### config.mk
export PLATFORM = sky130hd
export DESIGN_NAME = fetch_unit_param
export DESIGN_NICKNAME = d
export VERILOG_FILES = /design/src/rtl/fetch_pkg.sv /design/src/rtl/fetch_unit_param_fifo.sv /design/src/rtl/fetch_unit_param.sv
export SDC_FILE = /design/constraint.sdc
export NUM_CORES = 1
export LEC_CHECK = 0
export BUFFER_PORTS_ARGS = -buffer_cell sky130_fd_sc_hd__buf_4
export CORE_ASPECT_RATIO = 1.5
export CORE_MARGIN = 3
export CORE_UTILIZATION = 26
export CTS_CLUSTER_SIZE = 14
export DETAILED_ROUTE_END_ITERATION = 8
export PLACE_DENSITY = 0.41
export SYNTH_ARGS = -nofsm -noshare
export SYNTH_HDL_FRONTEND = slang
export SYNTH_HIERARCHICAL = 1
export SYNTH_SLANG_ARGS = --single-unit
### constraint.sdc
create_clock -name Clk -period 6.43 [get_ports Clk]
set_input_delay 0.9645 -clock Clk [delete_from_list [all_inputs] [get_ports Clk]]
set_output_delay 0.9645 -clock Clk [all_outputs]
set_load 0.1 [all_outputs]
### src/rtl/fetch_pkg.sv
// fetch_pkg: shared state encoding, default widths and redirect target arithmetic for the fetch unit
package fetch_pkg;
   localparam int ADDR_W_DEF  = 8;
   localparam int INSTR_W_DEF = 8;
   typedef enum logic [1:0] {S_IDLE, S_REQ, S_DISCARD} state_e;
   // callers truncate the result to their PC width, which yields the modulo sum
   function automatic logic [31:0] next_target(input logic [31:0] base, input logic [31:0] off, input logic rel);
      return rel ? base + 32'd1 + off : base;
   endfunction
endpackage

### src/rtl/fetch_unit_param_fifo.sv
// fetch_fifo: show-ahead synchronous FIFO with clear and occupancy count
module fetch_fifo #(
   parameter int WIDTH = 16,
   parameter int DEPTH = 2
) (
   input  logic                           Clk,
   input  logic                           Reset,
   input  logic                           clear_i,
   input  logic                           push_i,
   input  logic                           pop_i,
   input  logic [WIDTH-1:0]               data_i,
   output logic [WIDTH-1:0]               data_o,
   output logic                           valid_o,
   output logic [$clog2(DEPTH+1)-1:0]     count_o
);
   localparam int PW = DEPTH > 1 ? $clog2(DEPTH) : 1;
   localparam int CW = $clog2(DEPTH+1);
   logic [WIDTH-1:0] mem_q [DEPTH];
   logic [PW-1:0]    wr_ptr_q, rd_ptr_q;
   logic [CW-1:0]    count_q;
   always_ff @(posedge Clk or posedge Reset)
      if (Reset) begin
         wr_ptr_q <= '0;
         rd_ptr_q <= '0;
         count_q  <= '0;
      end else if (clear_i) begin
         wr_ptr_q <= '0;
         rd_ptr_q <= '0;
         count_q  <= '0;
      end else begin
         if (push_i) wr_ptr_q <= DEPTH == 1 ? '0 : wr_ptr_q + PW'(1);
         if (pop_i) rd_ptr_q <= DEPTH == 1 ? '0 : rd_ptr_q + PW'(1);
         count_q <= count_q + CW'(push_i) - CW'(pop_i);
      end
   always_ff @(posedge Clk)
      if (push_i && !clear_i) mem_q[wr_ptr_q] <= data_i;
   assign data_o  = mem_q[rd_ptr_q];
   assign valid_o = count_q != '0;
   assign count_o = count_q;
endmodule

### src/rtl/fetch_unit_param.sv
// fetch_unit_param: PC-driven instruction fetch over req/ack memory with prefetch FIFO and redirect flush
module fetch_unit_param import fetch_pkg::*; #(
   parameter int ADDR_W    = ADDR_W_DEF,
   parameter int INSTR_W   = INSTR_W_DEF,
   parameter int BUF_DEPTH = 2,
   parameter int RESET_PC  = 0
) (
   input  logic               Clk,
   input  logic               Reset,
   output logic               Mem_Req,
   output logic [ADDR_W-1:0]  Mem_Addr,
   input  logic               Mem_Ack,
   input  logic [INSTR_W-1:0] Mem_Data,
   output logic               Instr_Valid,
   input  logic               Instr_Ready,
   output logic [INSTR_W-1:0] Instr_Code,
   output logic [ADDR_W-1:0]  Instr_PC,
   input  logic               Redirect,
   input  logic               Redirect_Rel,
   input  logic [ADDR_W-1:0]  Redirect_Base,
   input  logic [ADDR_W-1:0]  Redirect_Off
);
   localparam int CW = $clog2(BUF_DEPTH+1);
   localparam int FW = INSTR_W + ADDR_W;
   state_e            state_q, state_d;
   logic [ADDR_W-1:0] fetch_pc_q, fetch_pc_d, addr_q, addr_d, target;
   logic              req_q, req_d, push, pop, busy, issue, head_valid;
   logic [CW-1:0]     count;
   logic [CW:0]       occ;
   logic [FW-1:0]     head;
   assign target = ADDR_W'(next_target(32'(Redirect_Base), 32'(Redirect_Off), Redirect_Rel));
   assign pop    = head_valid && Instr_Ready;
   fetch_fifo #(.WIDTH(FW), .DEPTH(BUF_DEPTH)) u_fifo (
      .Clk     (Clk),
      .Reset   (Reset),
      .clear_i (Redirect),
      .push_i  (push),
      .pop_i   (pop),
      .data_i  ({Mem_Data, addr_q}),
      .data_o  (head),
      .valid_o (head_valid),
      .count_o (count)
   );
   always_ff @(posedge Clk or posedge Reset)
      if (Reset) begin
         state_q    <= S_IDLE;
         fetch_pc_q <= ADDR_W'(RESET_PC);
         req_q      <= 1'b0;
         addr_q     <= '0;
      end else begin
         state_q    <= state_d;
         fetch_pc_q <= fetch_pc_d;
         req_q      <= req_d;
         addr_q     <= addr_d;
      end
   // occ is next-cycle FIFO occupancy; a redirect empties the FIFO so space always exists
   always_comb begin
      busy    = state_q != S_IDLE && !Mem_Ack;
      push    = state_q == S_REQ && Mem_Ack && !Redirect;
      occ     = Redirect ? '0 : (CW+1)'(count) - (CW+1)'(pop) + (CW+1)'(push);
      issue   = !busy && occ < (CW+1)'(BUF_DEPTH);
      state_d = busy ? (Redirect ? S_DISCARD : state_q) : (issue ? S_REQ : S_IDLE);
   end
   always_comb begin
      fetch_pc_d = Redirect ? target : (push ? addr_q + ADDR_W'(1) : fetch_pc_q);
      req_d      = state_d != S_IDLE;
      addr_d     = issue ? fetch_pc_d : addr_q;
   end
   assign Mem_Req     = req_q;
   assign Mem_Addr    = addr_q;
   assign Instr_Valid = head_valid;
   assign Instr_Code  = head_valid ? head[FW-1:ADDR_W] : '0;
   assign Instr_PC    = head_valid ? head[ADDR_W-1:0] : '0;
endmodule

==> results of run 1 <==
## area by class of cell
cell class / count / share of cell area
inverters: 14 / 0.0161
multi-input cells: 155 / 0.346
repair buffers: 56 / 0.117
clock buffers: 5 / 0.0350
clock inverters: 3 / 0.00559
well taps: 144 / 0.0503
flip-flops and latches: 55 / 0.429
## per-layer routing
| layer | vias up | wire [um] | share of wire | GRT usage |
|---|---|---|---|---|
| li1 | 932 | - | - | - |
| met1 | 914 | 2510 | 0.40 | 0.122 |
| met2 | 48 | 3460 | 0.55 | 0.202 |
| met3 | 5 | 242 | 0.038 | 0.0184 |
| met4 | 0 | 127 | 0.020 | 0.0471 |
| met5 | - | 0 | 0 | 0 |
## kinds of logic (layout without fill, tap and decap cells)
family	after synthesis	in the layout	synth area share
flops	55	55	0.533
compound gates	34	34	0.0772
xor+xnor	14	14	0.0473
fa+ha+maj	13	13	0.0616
mux	26	26	0.112
simple gates	68	68	0.130
buf+inv	20	78	0.0390
## worst min-delay path, stage by stage (launching register included)
cell	delay, ps
dfrtp_1	320
nand2_1	50
nand2_1	70
## stage by stage
stage,hold WS (ps),std cells,util
after floorplan,437,230,-
after global placement,472,424,0.321
after detailed placement,462,424,0.321
after CTS,478,432,0.334
after global routing,503,432,0.334
final,471,432,0.334
## synthesized netlist by cell type (all sizes together), types with 3 or more instances
cell,number
a21oi,8
a22oi,3
and2,18
and3,5
buf,4
dfrtp,23
edfxtp,32
ha,11
inv,13
mux2,24
nand2,7
nand2b,6
nand3,5
nor2,14
nor2b,3
nor3,3
o211ai,4
o21ai,8
xnor2,9
xor2,4
## path summary, 6_finish.rpt
kind,start,end,depth (start not counted)
worst max-delay path,Redirect,Mem_Req,10
worst min-delay path,fetch_pc_q[1],fetch_pc_q[1],2
worst max register to register,u_fifo/count_o[1],Mem_Req,10
worst min register to register,fetch_pc_q[1],fetch_pc_q[1],2
max in group asynchronous,Reset,fetch_pc_q[1],2
min in group asynchronous,Reset,u_fifo/wr_ptr_q,2
## registers in the layout, summed over array words and instances, names as in the netlist
register and flops:
Mem_Addr 8, Mem_Req 1, fetch_pc_q 8, state_q 2
u_fifo/count_o 2, u_fifo/mem_q 32, u_fifo/rd_ptr_q 1, u_fifo/wr_ptr_q 1
==> results.sh, run 1 <==
export IMPL_coreArea_mm2=0.0107
export IMPL_synth_edf_count=32
export IMPL_status="completed"
export IMPL_fin_crit_ps=3330
export IMPL_avgSynthCellArea_um2=12.5
export IMPL_synth_nets=273
export IMPL_rows=46
export IMPL_area_growth_pct=24.1
export IMPL_path_common_cell="o21ai_0"
export IMPL_grt_start_max_net_pins=20
export IMPL_crit_chain="buf_4, nand2b_1, or3b_1, nor2_1, fa_1, xnor2_1, o21ai_0, o21ai_1, o21ai_0, or2_2"
export IMPL_postCtsHoldBufs=0
export IMPL_drt_initial_drc_count=66
export IMPL_fin_crit_sh=0.518
export IMPL_cp_start_kind="input pin"
export IMPL_worst_pin_slew_ps=938
export IMPL_place_hpwl_um=4820
export IMPL_ys_flop_type="edfxtp_1"
export IMPL_ant_nets=0
export IMPL_grt_pass1_vias=1973
export IMPL_layout_drive_gt1_share=0.323
export IMPL_postCtsSetupBuffers=0
export IMPL_crit_path_top_delay_cell="or3b_1"
export IMPL_slew_violations=0
export IMPL_nets=330
export IMPL_ys_types=45
export IMPL_initial_core_util=0.269
export IMPL_async_flop_share=0.418
export IMPL_clock_skew_ps=6.96
export IMPL_cts_sinks=55
export IMPL_h_tree_depth=2
export IMPL_vias_per_cell=4.40
export IMPL_cap_viol_max_count=0
export IMPL_final_common_cell="buf_4"
export IMPL_ys_ff_latch=55
export IMPL_cts_tree="built"
export IMPL_post_cts_resized=0
export IMPL_rsz0062_at_grt="no"
export IMPL_root_buffer="clkbuf_16"
export IMPL_cp_arrival_ps=3510
export IMPL_multiInputGateArea_mm2=0.00124
export IMPL_via_count=1899
export IMPL_critPathCaptureType="flip-flop"
export IMPL_grt_total_usage=0.109
export IMPL_ys_warn_count=6
export IMPL_final_cell_mix="buf_4, edfxtp_1, dfrtp_1"
export IMPL_port_buffers=55
export IMPL_fmax_ghz=0.300
export IMPL_antenna_found_initial=0
export IMPL_regArea_mm2=0.00154
export IMPL_routed_wl_um=6340
export IMPL_place_congestion=0.723
export IMPL_clk_pin_slew_ps=70
export IMPL_required_ps=6610
export IMPL_numCtsBuffers=5
export IMPL_cp_slowest_stage_delay_ps=530
export IMPL_syn_area_mm2=0.00288
export IMPL_rrSetupSlack_ps=3210
export IMPL_synth_top_area_cell="edfxtp_1"
export IMPL_grt_overflow=0
export IMPL_fillCellCount=1103
export IMPL_worstSetupPathType="input pin to flip-flop"
export IMPL_cp_top_family="simple AND/OR/NAND/NOR gates"
export IMPL_die_h_um=135
export IMPL_die_w_um=92.0
export IMPL_top_level_ports=56
export IMPL_slew_headroom=0.375
export IMPL_synth_top_area_frac=0.333
export IMPL_hold_viol=0
export IMPL_crit_fanout=18
export IMPL_antennaDiodeCount=0
export IMPL_hold_class="flip-flop to flip-flop"
export IMPL_setup_tns_final_ps=0
export IMPL_final_area_mm2=0.00358
export IMPL_crit_buf_inv=1
export IMPL_grt_first_pass_wirelength_um=10500
export IMPL_pre_cts_ws_ps=2750
export IMPL_dieArea_mm2=0.0124
export IMPL_setup_viol=0
export IMPL_ys_top_cells_by_area="edfxtp_1, dfrtp_1, mux2_2"
export IMPL_drc=0
export IMPL_placed_area_mm2=0.00343
export IMPL_wl_per_cell_um=14.7
export IMPL_clockBufferDepth=2
export IMPL_clock_latency_ps=290
export IMPL_netlist_instances=230
export IMPL_setup_slack_ps=3100
export IMPL_first_pass_iters=4
export IMPL_ys_seq_area_frac=0.533
Power of run 1 is not shown: default switching activity piles up to over one toggle a cycle in this logic, so the estimate is an artifact.
==> inputs of run 2 (changes only) <==
--- a/config.mk
+++ b/config.mk
@@ -5,13 +5,14 @@
 export SDC_FILE = /design/constraint.sdc
 export NUM_CORES = 1
 export LEC_CHECK = 0
+export ABC_AREA = 1
 export BUFFER_PORTS_ARGS = -buffer_cell sky130_fd_sc_hd__buf_4
 export CORE_ASPECT_RATIO = 1.5
 export CORE_MARGIN = 3
 export CORE_UTILIZATION = 26
 export CTS_CLUSTER_SIZE = 14
 export DETAILED_ROUTE_END_ITERATION = 8
-export PLACE_DENSITY = 0.41
+export PLACE_DENSITY = 0.42
 export SYNTH_ARGS = -nofsm -noshare
 export SYNTH_HDL_FRONTEND = slang
 export SYNTH_HIERARCHICAL = 1
==> constraint.sdc (replaced) <==
create_clock -name Clk -period 3 [get_ports Clk]
set_input_delay 0.45 -clock Clk [delete_from_list [all_inputs] [get_ports Clk]]
set_output_delay 0.45 -clock Clk [all_outputs]
set_load 0.1 [all_outputs]
==> results.sh, run 2 <==
export IMPL_layout_drive_gt1_share=0.249
export IMPL_setup_viol=0
export IMPL_max_vdd_ir_drop_mv=0.295
export IMPL_yosysMostFrequentCell="nand2_1"
export IMPL_synth_common_cells="nand2_1, inv_1, edfxtp_1"
export IMPL_synth_top_area_cell="edfxtp_1"
export IMPL_hold_class="input pin to asynchronous set/reset pin"
export IMPL_crit_fanout=18
export IMPL_cp_arrival_ps=2740
export IMPL_numCtsBuffers=5
export IMPL_via_count=2142
export IMPL_clockBufferDepth=2
export IMPL_syn_area_mm2=0.00299
export IMPL_cts_sinks=55
export IMPL_required_ps=3230
export IMPL_fin_crit_ps=2510
export IMPL_initial_core_util=0.269
export IMPL_slew_violations=0
export IMPL_synth_top_area_frac=0.321
export IMPL_cp_start_kind="flip-flop"
export IMPL_root_buffer="clkbuf_16"
export IMPL_post_cts_resized=0
export IMPL_synth_nets=360
export IMPL_ys_seq_area_frac=0.514
export IMPL_cap_viol_max_count=0
export IMPL_rsz0062_at_grt="no"
export IMPL_ys_ff_latch=55
export IMPL_die_w_um=93.6
export IMPL_slew_headroom=0.489
export IMPL_hold_viol=0
export IMPL_rows=47
export IMPL_rr_startpoint="u_fifo/count_o[1]"
export IMPL_cts_tree="built"
export IMPL_routed_wl_um=6460
export IMPL_synth_edf_count=32
export IMPL_ys_warn_count=6
export IMPL_setup_tns_final_ps=0
export IMPL_h_tree_depth=2
export IMPL_drt_initial_drc_count=72
export IMPL_place_congestion=0.732
export IMPL_worst_pin_slew_ps=765
export IMPL_clock_skew_ps=5.03
export IMPL_largest_reg_flops=32
export IMPL_async_flop_share=0.418
export IMPL_vias_per_cell=4.09
export IMPL_die_h_um=137
export IMPL_netlist_instances=317
export IMPL_grt_overflow=0
export IMPL_fmax_ghz=0.398
export IMPL_wl_per_cell_um=12.3
export IMPL_crit_start="u_fifo/count_o[1]"
export IMPL_drc=0
export IMPL_final_util=0.333
export IMPL_p_leak_uw=0.00181
export IMPL_worstSetupPathType="flip-flop to flip-flop"
export IMPL_postCtsHoldBufs=0
export IMPL_avgSynthCellArea_um2=9.44
export IMPL_grt_pass1_vias=2159
export IMPL_first_pass_iters=4
export IMPL_port_buffers=55
export IMPL_nets=419
export IMPL_dieArea_mm2=0.0129
export IMPL_ant_nets=0
export IMPL_clk_pin_slew_ps=70
export IMPL_top_register="u_fifo/mem_q"
export IMPL_final_cell_mix="nand2_1, buf_4, inv_1"
export IMPL_ys_top_cells_by_area="edfxtp_1, dfrtp_1, nand2_1"
export IMPL_grt_total_usage=0.106
export IMPL_grt_first_pass_wirelength_um=10700
export IMPL_place_hpwl_um=4850
export IMPL_ys_types=32
export IMPL_grt_start_max_net_pins=20
export IMPL_fin_crit_sh=0.837
export IMPL_critPathCaptureType="flip-flop"
export IMPL_clock_latency_ps=290
export IMPL_ys_flop_type="edfxtp_1"
export IMPL_postCtsSetupBuffers=0
export IMPL_antennaDiodeCount=0
export IMPL_final_common_cell="nand2_1"
export IMPL_antenna_found_initial=0
export IMPL_coreArea_mm2=0.0111
export IMPL_area_growth_pct=23.8
export IMPL_fillCellCount=1169
export IMPL_powerDensity_mw_per_mm2=1060
export IMPL_status="completed"
export IMPL_top_level_ports=56
## run 2: worst paths after layout
| path | cells after the start | to | slack [ps] |
|---|---|---|---|
| setup / recovery | 13 | Mem_Req | 490 |
| setup reg to reg | 13 | Mem_Req | 490 |
| min in group Clk | 1 | u_fifo/mem_q[0][10] | 340 |
| hold reg to reg | 2 | fetch_pc_q[1] | 520 |
| hold / removal | 2 | u_fifo/wr_ptr_q | 50 |
| max in group asynchronous | 2 | Mem_Addr[6] | 2210 |
## run 2: worst max-delay path, cell delays in order (launching register included)
cell     delay [ps]
dfrtp_1         400
inv_1           120
nand2_4         150
nand2_1          90
inv_1            70
ha_1            290
nor2_1          130
fa_1            420
a21oi_1         160
a21oi_2          90
nor2_4          210
inv_2           120
nand2_1          90
or2_1           100
## run 2: area by class of cell
cell class / instances / area, um2 / area share
clock buffers: 5 / 125 / 0.0338
well taps: 147 / 184 / 0.0496
repair buffers: 59 / 443 / 0.120
inverters: 54 / 205 / 0.0554
flip-flops and latches: 55 / 1540 / 0.415
multi-input cells: 201 / 1190 / 0.322
clock inverters: 3 / 20.0 / 0.00540
## run 2: logic make-up after synthesis
| group | count (synthesis) | share of synthesized area |
|---|---|---|
| AO/OA/AOI/OAI | 26 | 0.0489 |
| XOR/XNOR | 8 | 0.0234 |
| flip-flops | 55 | 0.514 |
| multiplexers | 16 | 0.0703 |
| AND/OR/NAND/NOR | 138 | 0.194 |
| adder cells (fa/ha/maj) | 13 | 0.0594 |
| buffers and inverters | 61 | 0.0908 |
## run 2: metal layers
metal	vias up	share of wire	GRT usage
li1	1127	-	-
met1	951	0.42	0.123
met2	58	0.51	0.191
met3	6	0.059	0.0235
met4	0	0.015	0.0337
met5	-	0	0
## run 2: where the power goes
group	switching [uW]	leakage, uW	internal [uW]	total [uW]
Combinational	1720	0.00118	526	2250
Clock	261	0.0000620	307	568
Sequential	158	0.000570	969	1130
## run 2: through the flow
| step | instances | area (um2) | hold WS [ps] | worst slack (ps) | power (uW) |
|---|---|---|---|---|---|
| 3_3_place_gp | 516 | 3560 | 366 | 517 | 3420 |
| 6_report | 524 | 3700 | 48.4 | 490 | 3950 |
| 3_5_place_dp | 516 | 3560 | 365 | 458 | 3420 |
| 4_1_cts | 524 | 3700 | 47.0 | 434 | 4000 |
| 5_1_grt | 524 | 3700 | 48.9 | 275 | 4180 |
| 2_1_floorplan | 317 | 3000 | 216 | 105 | 2950 |
No activity file was read; power rests on OpenSTA's default activity.
